File: src/rtl/beta_encoder.sv
// beta_encoder: reassembles RV32I instruction words from decoded field bundles into an output FIFO.
// Define BETA_ENCODER_STATS_EN to add saturating accepted-bundle and error-word counters.
module beta_encoder #(
  parameter int XLEN  = 32,
  parameter int DEPTH = 2
) (
  input  logic                       clk_i,
  input  logic                       rst_i,
  input  logic                       in_valid_i,
  output logic                       in_ready_o,
  input  logic [8:0]                 cu_addr_i,
  input  logic [4:0]                 rs1_i,
  input  logic [4:0]                 rs2_i,
  input  logic [4:0]                 rd_i,
  input  logic [11:0]                imm12_i,
  input  logic [19:0]                imm20_i,
  output logic                       out_valid_o,
  input  logic                       out_ready_i,
  output logic [XLEN-1:0]            instr_o,
  output logic                       err_o,
  output logic [$clog2(DEPTH):0]     level_o
`ifdef BETA_ENCODER_STATS_EN
  ,
  output logic [31:0]                enc_cnt_o,
  output logic [15:0]                err_cnt_o
`endif
);
  localparam int AW = $clog2(DEPTH);
  localparam int LW = AW + 1;
  logic [4:0] op;
  logic [2:0] f3;
  logic [XLEN-1:0] enc_word, s1_word;
  logic enc_err, s1_v, s1_err, accept, pop;
  logic [XLEN:0] mem [DEPTH];
  logic [AW-1:0] wr_ptr, rd_ptr;
  logic [LW-1:0] cnt, level_nxt;
  assign op = cu_addr_i[8:4];
  assign f3 = cu_addr_i[3:1];
  always_comb begin
    enc_err = 1'b0;
    enc_word = {7'b0, rs2_i, rs1_i, f3, rd_i, op, 2'b11};
    case (op)
      5'b00100: enc_word[31:20] = (f3 == 3'd1 || f3 == 3'd5) ? {1'b0, cu_addr_i[0], 5'b0, imm12_i[4:0]} : imm12_i;
      5'b01100: enc_word[31:25] = {1'b0, cu_addr_i[0], 5'b0};
      5'b01101, 5'b00101: enc_word[31:12] = imm20_i;
      5'b11011: enc_word[31:12] = {imm20_i[19], imm20_i[9:0], imm20_i[10], imm20_i[18:11]};
      5'b11001, 5'b00000, 5'b11100: enc_word[31:20] = imm12_i;
      5'b11000: begin
        enc_word[31]    = imm12_i[11];
        enc_word[30:25] = imm12_i[9:4];
        enc_word[11:8]  = imm12_i[3:0];
        enc_word[7]     = imm12_i[10];
      end
      5'b01000: begin
        enc_word[31:25] = imm12_i[11:5];
        enc_word[11:7]  = imm12_i[4:0];
      end
      5'b00011: enc_word[31:20] = 12'h000;
      default: enc_err = 1'b1;
    endcase
    if (cu_addr_i == 9'h1FF) enc_err = 1'b1;
    if (enc_err) enc_word = '0;
  end
  assign accept      = in_valid_i & in_ready_o;
  assign pop         = out_valid_o & out_ready_i;
  assign out_valid_o = cnt != '0;
  assign {err_o, instr_o} = out_valid_o ? mem[rd_ptr] : '0;
  // the word waiting in stage 1 already owns a slot, so the FIFO can never overflow
  assign level_o   = cnt + LW'(s1_v);
  assign level_nxt = level_o + LW'(accept) - LW'(pop);
  always_ff @(posedge clk_i or posedge rst_i) begin
    if (rst_i) begin
      s1_v       <= 1'b0;
      s1_err     <= 1'b0;
      s1_word    <= '0;
      wr_ptr     <= '0;
      rd_ptr     <= '0;
      cnt        <= '0;
      in_ready_o <= 1'b0;
    end else begin
      s1_v       <= accept;
      if (accept) {s1_err, s1_word} <= {enc_err, enc_word};
      wr_ptr     <= wr_ptr + AW'(s1_v);
      rd_ptr     <= rd_ptr + AW'(pop);
      cnt        <= cnt + LW'(s1_v) - LW'(pop);
      in_ready_o <= level_nxt < LW'(DEPTH);
    end
  end
  always_ff @(posedge clk_i) if (s1_v) mem[wr_ptr] <= {s1_err, s1_word};
`ifdef BETA_ENCODER_STATS_EN
  always_ff @(posedge clk_i or posedge rst_i) begin
    if (rst_i) begin
      enc_cnt_o <= '0;
      err_cnt_o <= '0;
    end else if (accept) begin
      enc_cnt_o <= enc_cnt_o + 32'(enc_cnt_o != '1);
      err_cnt_o <= err_cnt_o + 16'(enc_err && err_cnt_o != '1);
    end
  end
`endif
endmodule

File: config.mk
export PLATFORM = sky130hd
export DESIGN_NAME = beta_encoder
export DESIGN_NICKNAME = d
export VERILOG_FILES = /design/src/rtl/beta_encoder.sv
export SDC_FILE = /design/constraint.sdc
export NUM_CORES = 1
export LEC_CHECK = 0
export CAP_MARGIN = 20
export CORE_MARGIN = 2
export CORE_UTILIZATION = 45
export CTS_CLUSTER_DIAMETER = 80
export DETAILED_ROUTE_END_ITERATION = 7
export PLACE_DENSITY = 0.72
export SLEW_MARGIN = 25
export SYNTH_ARGS = -nofsm -noshare
export SYNTH_HDL_FRONTEND = slang
export SYNTH_SLANG_ARGS = --single-unit
File: constraint.sdc
create_clock -name clk_i -period 2.2 [get_ports clk_i]
set_input_delay 0.33 -clock clk_i [delete_from_list [all_inputs] [get_ports clk_i]]
set_output_delay 0.33 -clock clk_i [all_outputs]
set_load 0.02 [all_outputs]
Word level (Yosys, flattened, before mapping):

Memory sizes are Yosys's and may differ from the RTL's.
Cells that the tools add are included.

* logic and storage cells: 48
* memories kept: 1
* register bits after elaboration: 39
* memory bits (writable): 66
* output and inout bits: 37
* bits of input ports: 60

Memories
* mem: words 2, width 33, rd ports 1, clocked after memory_dff 0, write ports 1, line 34 `logic [XLEN:0] mem [DEPTH];`

* multiplexer cells: 11
* equal/unequal tests: 13
* bitwise operators: 2
* add/subtract/negate cells: 6
* $lt $le $gt $ge: 1
* reductions and logical operators: 7

Operators with widths (number)
* $pmux W7 S6: 1
* $mux W33: 1
* $mux W32: 1
* $pmux W5 S5: 1
* $eq A5 B5 Y1 const B: 4
* $pmux W8 S2: 1
* $eq A5 B4 Y1 const B: 3
* $mux W12: 1
* $reduce_or A11 Y1: 1
* $eq A5 B3 Y1 const B: 2
* $pmux W5 S2: 1
* $eq A9 B9 Y1 const B: 1
* $eq A5 B2 Y1 const B: 1
* $logic_not A5 Y1: 1
* $add A2 B1 Y2: 2
* $mux W1: 4
* $reduce_or A4 Y1: 1
* $sub A2 B1 Y2: 2
* $eq A3 B1 Y1 const B: 1
* $eq A3 B3 Y1 const B: 1
* $reduce_or A3 Y1: 1
* $add A1 B1 Y1: 2
* $and A1 B1 Y1: 2
* $lt A2 B2 Y1 const B: 1
* 3 further kinds: 3

Depth between registers and ports, before layout:

* depth after elaboration: 5
* mapped depth: 7

Worst setup path before layout:

OpenSTA, ideal clock, no wires.

* kind: register -> register
* start: reg in_ready_o
* end: reg in_ready_o
* clock period less this slack: 1.882 ns
* buffers on the path: 2
* setup time: 0.080 ns
* data arrival time: 1.802 ns
* stages on the path, launching flop included: 8
* data required time: 2.120 ns
* setup slack: 0.318 ns
* cell sequence: dfrtp_1 nand2_1 clkbuf_1 clkbuf_1 ha_1 nor2_1 xnor2_1 xnor2_1

* word-level cells in the longest chain between the ends: 4

RTL lines
* from (decl): line 10 `output logic in_ready_o,`
* from (signal assigned): line 86 `in_ready_o <= level_nxt < LW'(DEPTH);`
* $and A1 B1 Y1: line 64 `assign accept = in_valid_i & in_ready_o;`
* $add A2 B1 Y2: line 70 `assign level_nxt = level_o + LW'(accept) - LW'(pop);`
* $sub A2 B1 Y2: line 70
* $lt A2 B2 Y1: line 86

No other way between the ends.
A chain may end at the register's enable or synchronous reset.

Worst setup path after layout:

* start: reg rd_ptr
* end: out instr_o[14]

* word-level cells in the longest chain between the ends: 2

RTL lines
* from (decl): line 35 `logic [AW-1:0] wr_ptr, rd_ptr;`
* from (signal assigned): line 84 `rd_ptr <= rd_ptr + AW'(pop);`
* $mem_v2 Z2 W33
* $mux W33: line 67 `assign {err_o, instr_o} = out_valid_o ? mem[rd_ptr] : '0;`
* to (decl): line 19 `output logic [XLEN-1:0] instr_o,`

No other way between the ends.

==> flow_metrics.py <==
metrics = {
    "clocking": {
        "path_clk_slew_ns": 0.09,
        "cts_made_buffers": 9,
        "htree_levels": 3,
        "cts_tree": "yes",
        "clock_sinks": 102,
        "clk_latency_ns": 0.37,
        "holdBufCountCts": 0,
        "clk_path_buf_depth": 2,
        "cts-root-buf": "clkbuf_8",
    },
    "cells_and_area": {
        "seq_area_sq_mm": 0.00287,
        "multi_input_area_sq_mm": 0.00160,
        "antennaDiodeCount": 0,
        "areaGrowthSynthToFinish_pct": 32.0,
        "finish.instance_area_sq_mm": 0.00611,
        "finalNetCount": 561,
        "final.fill_count": 823,
        "drive_above_1_share_pct": 10.4,
    },
    "floorplan": {
        "die-area_sq_mm": 0.0111,
        "initial_core_util_pct": 45.7,
        "die_width_microns": 105,
        "rows": 37,
        "die_h_microns": 105,
        "coreArea_sq_mm": 0.0101,
        "boundaryPins": 97,
    },
    "setup_path": {
        "critPathKind": "reg2out",
        "crit_path_cell_trace": "buf_12 > mux2i_1 > nor2_1 > clkdlybuf4s50_1",
        "ff2ff_setup_slack_ns": 0.59,
        "crit_buf_inv": 2,
        "crit_required_ns": 1.87,
        "critPathCaptureType": "primary output",
        "crit_fanout": 16,
        "cp.arrival_ns": 1.78,
        "regToRegEndpoint": "in_ready_o",
        "slowest_delay_ns": 0.60,
        "critical_path.top_delay_family": "buffers and inverters",
        "crit_start": "rd_ptr",
        "r2r-start": "cnt[1]",
        "critPathCapture": "instr_o[14]",
        "cp-start-kind": "register",
        "cp_num_cells": 4,
        "slowest_stage": "clkdlybuf4s50_1",
        "rr_worst_depth": 7,
    },
    "job": {
        "drv_cap": 0,
    },
    "synthesis": {
        "ys_seq_area_share_pct": 62.0,
        "syn_inst": 385,
        "synth-warning-count": 0,
        "synth_area_per_cell_sq_um": 12.0,
        "ys_seq_elements": 102,
        "synthFlopType": "edfxtp_1",
        "synth_edf_count": 64,
        "yosys.area.top_type_share_pct": 41.5,
        "async_reset_ff_share_pct": 37.3,
        "ys_top_cells_by_area": "edfxtp_1 (42%), dfrtp_1 (21%), mux2i_1 (6.9%)",
        "yosysTopAreaCell": "edfxtp_1",
        "synthesis.area_sq_mm": 0.00463,
        "yosysUniqueCellTypes": 45,
        "syn_nets": 450,
    },
    "placement": {
        "place_area_sq_mm": 0.00588,
        "io_buffers": 96,
        "dp_hpwl_mm": 7.84,
        "place_congestion": 0.861,
    },
    "global_route": {
        "grt_pass1_vias": 3417,
        "antenna_found_initial": 0,
        "track_usage_pct": 20.4,
        "grt_max_degree": 39,
        "globalRoute.totalOverflow": 0,
        "grt_pass1_wl_mm": 17.3,
    },
    "sta": {
        "clock_skew_ns": 0.00976,
        "final.period_utilization_pct": 95.9,
        "drv_slew": 0,
        "worstMarginPinSlew_ns": 0.649,
        "setup-tns-final_ns": 0,
        "relSlewSlack_pct": 56.6,
        "finalCriticalPeriod_ns": 2.11,
        "finalHoldViolCount": 0,
        "rsz0062_at_grt": "false",
        "clock.fmax_ghz": 0.474,
        "setup_viol": 0,
        "fin_hold_ws_ns": 0.384,
    },
    "outcome": {
        "status": "finished, final reports clean",
    },
    "drt": {
        "routed_wl_mm": 11.1,
        "ant_nets": 0,
        "wl_per_cell_microns": 17.5,
        "dr.pass1.iters": 6,
        "via_count": 3420,
        "drtIter0Drc": 287,
        "drcViolationCount": 0,
        "routed_via_density": 5.37,
    },
    "power_and_ir_drop": {
        "peakVddDrop_uv": 773,
        "p_per_area_mw_per_mm2": 1170,
        "p_leak_nw": 2.52,
    },
    "hold_path": {
        "min_path_type": "in2async",
    },
}
metrics by stage:
stage               util (%)  worst slack, ns  std cells  power, mW
floorplan                  -            0.318        385       4.64
global placement        58.0          -0.0464        619       5.95
detailed placement      58.0           -0.100        619       6.02
CTS                     59.8           -0.104        635       7.13
global route            60.3          0.00116        637       7.53
finish                  60.3           0.0895        637       7.12
repair_timing:
item                       4_1_cts  5_1_grt
setup buffers                    0        1
pin swaps                        0        0
gates cloned                     0        1
gates resized for setup         24        6
setup endpoints to repair       23       11
power by group:
group	switching, mW	internal (mW)	leakage, nW
Clock	0.626	0.650	0.109
Combinational	1.65	1.27	1.31
Sequential	0.249	2.67	1.10
area by class of cell:
type	count	area share (%)
Inverter	9	0.552
Tap cell	136	2.78
Multi-Input combinational cell	249	26.2
Clock buffer	11	2.15
Clock inverter	5	1.39
Timing Repair Buffer	125	20.0
Sequential cell	102	47.0
cells in the mapped netlist, drive strengths merged (3+ instances only):
master / n
nand2: 45
nand2b: 3
a22o: 9
dfrtp: 38
a31oi: 6
o31ai: 6
nand3: 4
clkbuf: 10
a222oi: 7
nor3b: 8
nor2: 46
edfxtp: 64
ha: 5
o21ai: 25
buf: 15
a21oi: 13
inv: 9
a221oi: 8
mux2i: 32
xnor2: 4
worst reg2reg max path, cell delays in order (launching register included):
cell	delay (ns)
dfrtp_1	0.41
nor2_2	0.18
inv_1	0.09
and2_1	0.20
ha_1	0.27
nor2_1	0.12
xnor2_1	0.15
xnor2_1	0.13
how the worst min path moves through the flow:
stage / endpoint / startpoint
2_1_floorplan: mem[0][30] / s1_word[30]
3_3_place_gp: mem[0][23] / s1_word[23]
3_5_place_dp: mem[1][7] / s1_word[7]
4_1_cts: cnt[1] / rst_i
5_1_grt: cnt[1] / rst_i
6_report: cnt[1] / rst_i
registers in the layout, indices dropped and copies added (netlist names):
| register | cells |
|---|---|
| mem | 64 |
| s1_word | 31 |
| cnt | 2 |
| in_ready_o | 1 |
| rd_ptr | 1 |
| s1_err | 1 |
| s1_v | 1 |
| wr_ptr | 1 |
placed cells by master, fill, tap and decap left out, types with 12 or more instances in the layout:
cell and n:
clkdlybuf4s50_1 67, edfxtp_1 64, nand2_1 45, nor2_1 44
dfrtp_1 37, mux2i_1 31, buf_4 25, o21ai_0 23
dlygate4sd2_1 23, a21oi_1 12
per-layer routing:
| metal | vias up | global-route usage [%] | part of all wire [%] |
|---|---|---|---|
| li1 | 1652 | - | - |
| met1 | 1627 | 25.6 | 42 |
| met2 | 121 | 34.7 | 50 |
| met3 | 20 | 3.53 | 5.2 |
| met4 | 0 | 8.67 | 2.6 |
| met5 | - | 0 | 0 |
cell families after synthesis:
kind of cell | share of synthesized area [%]
buf+inv | 3.54
compound gates | 13.1
flops | 62.0
mux | 6.92
fa+ha+maj | 1.35
xor+xnor | 1.13
simple gates | 11.9
(Power assumes the default switching activity.)
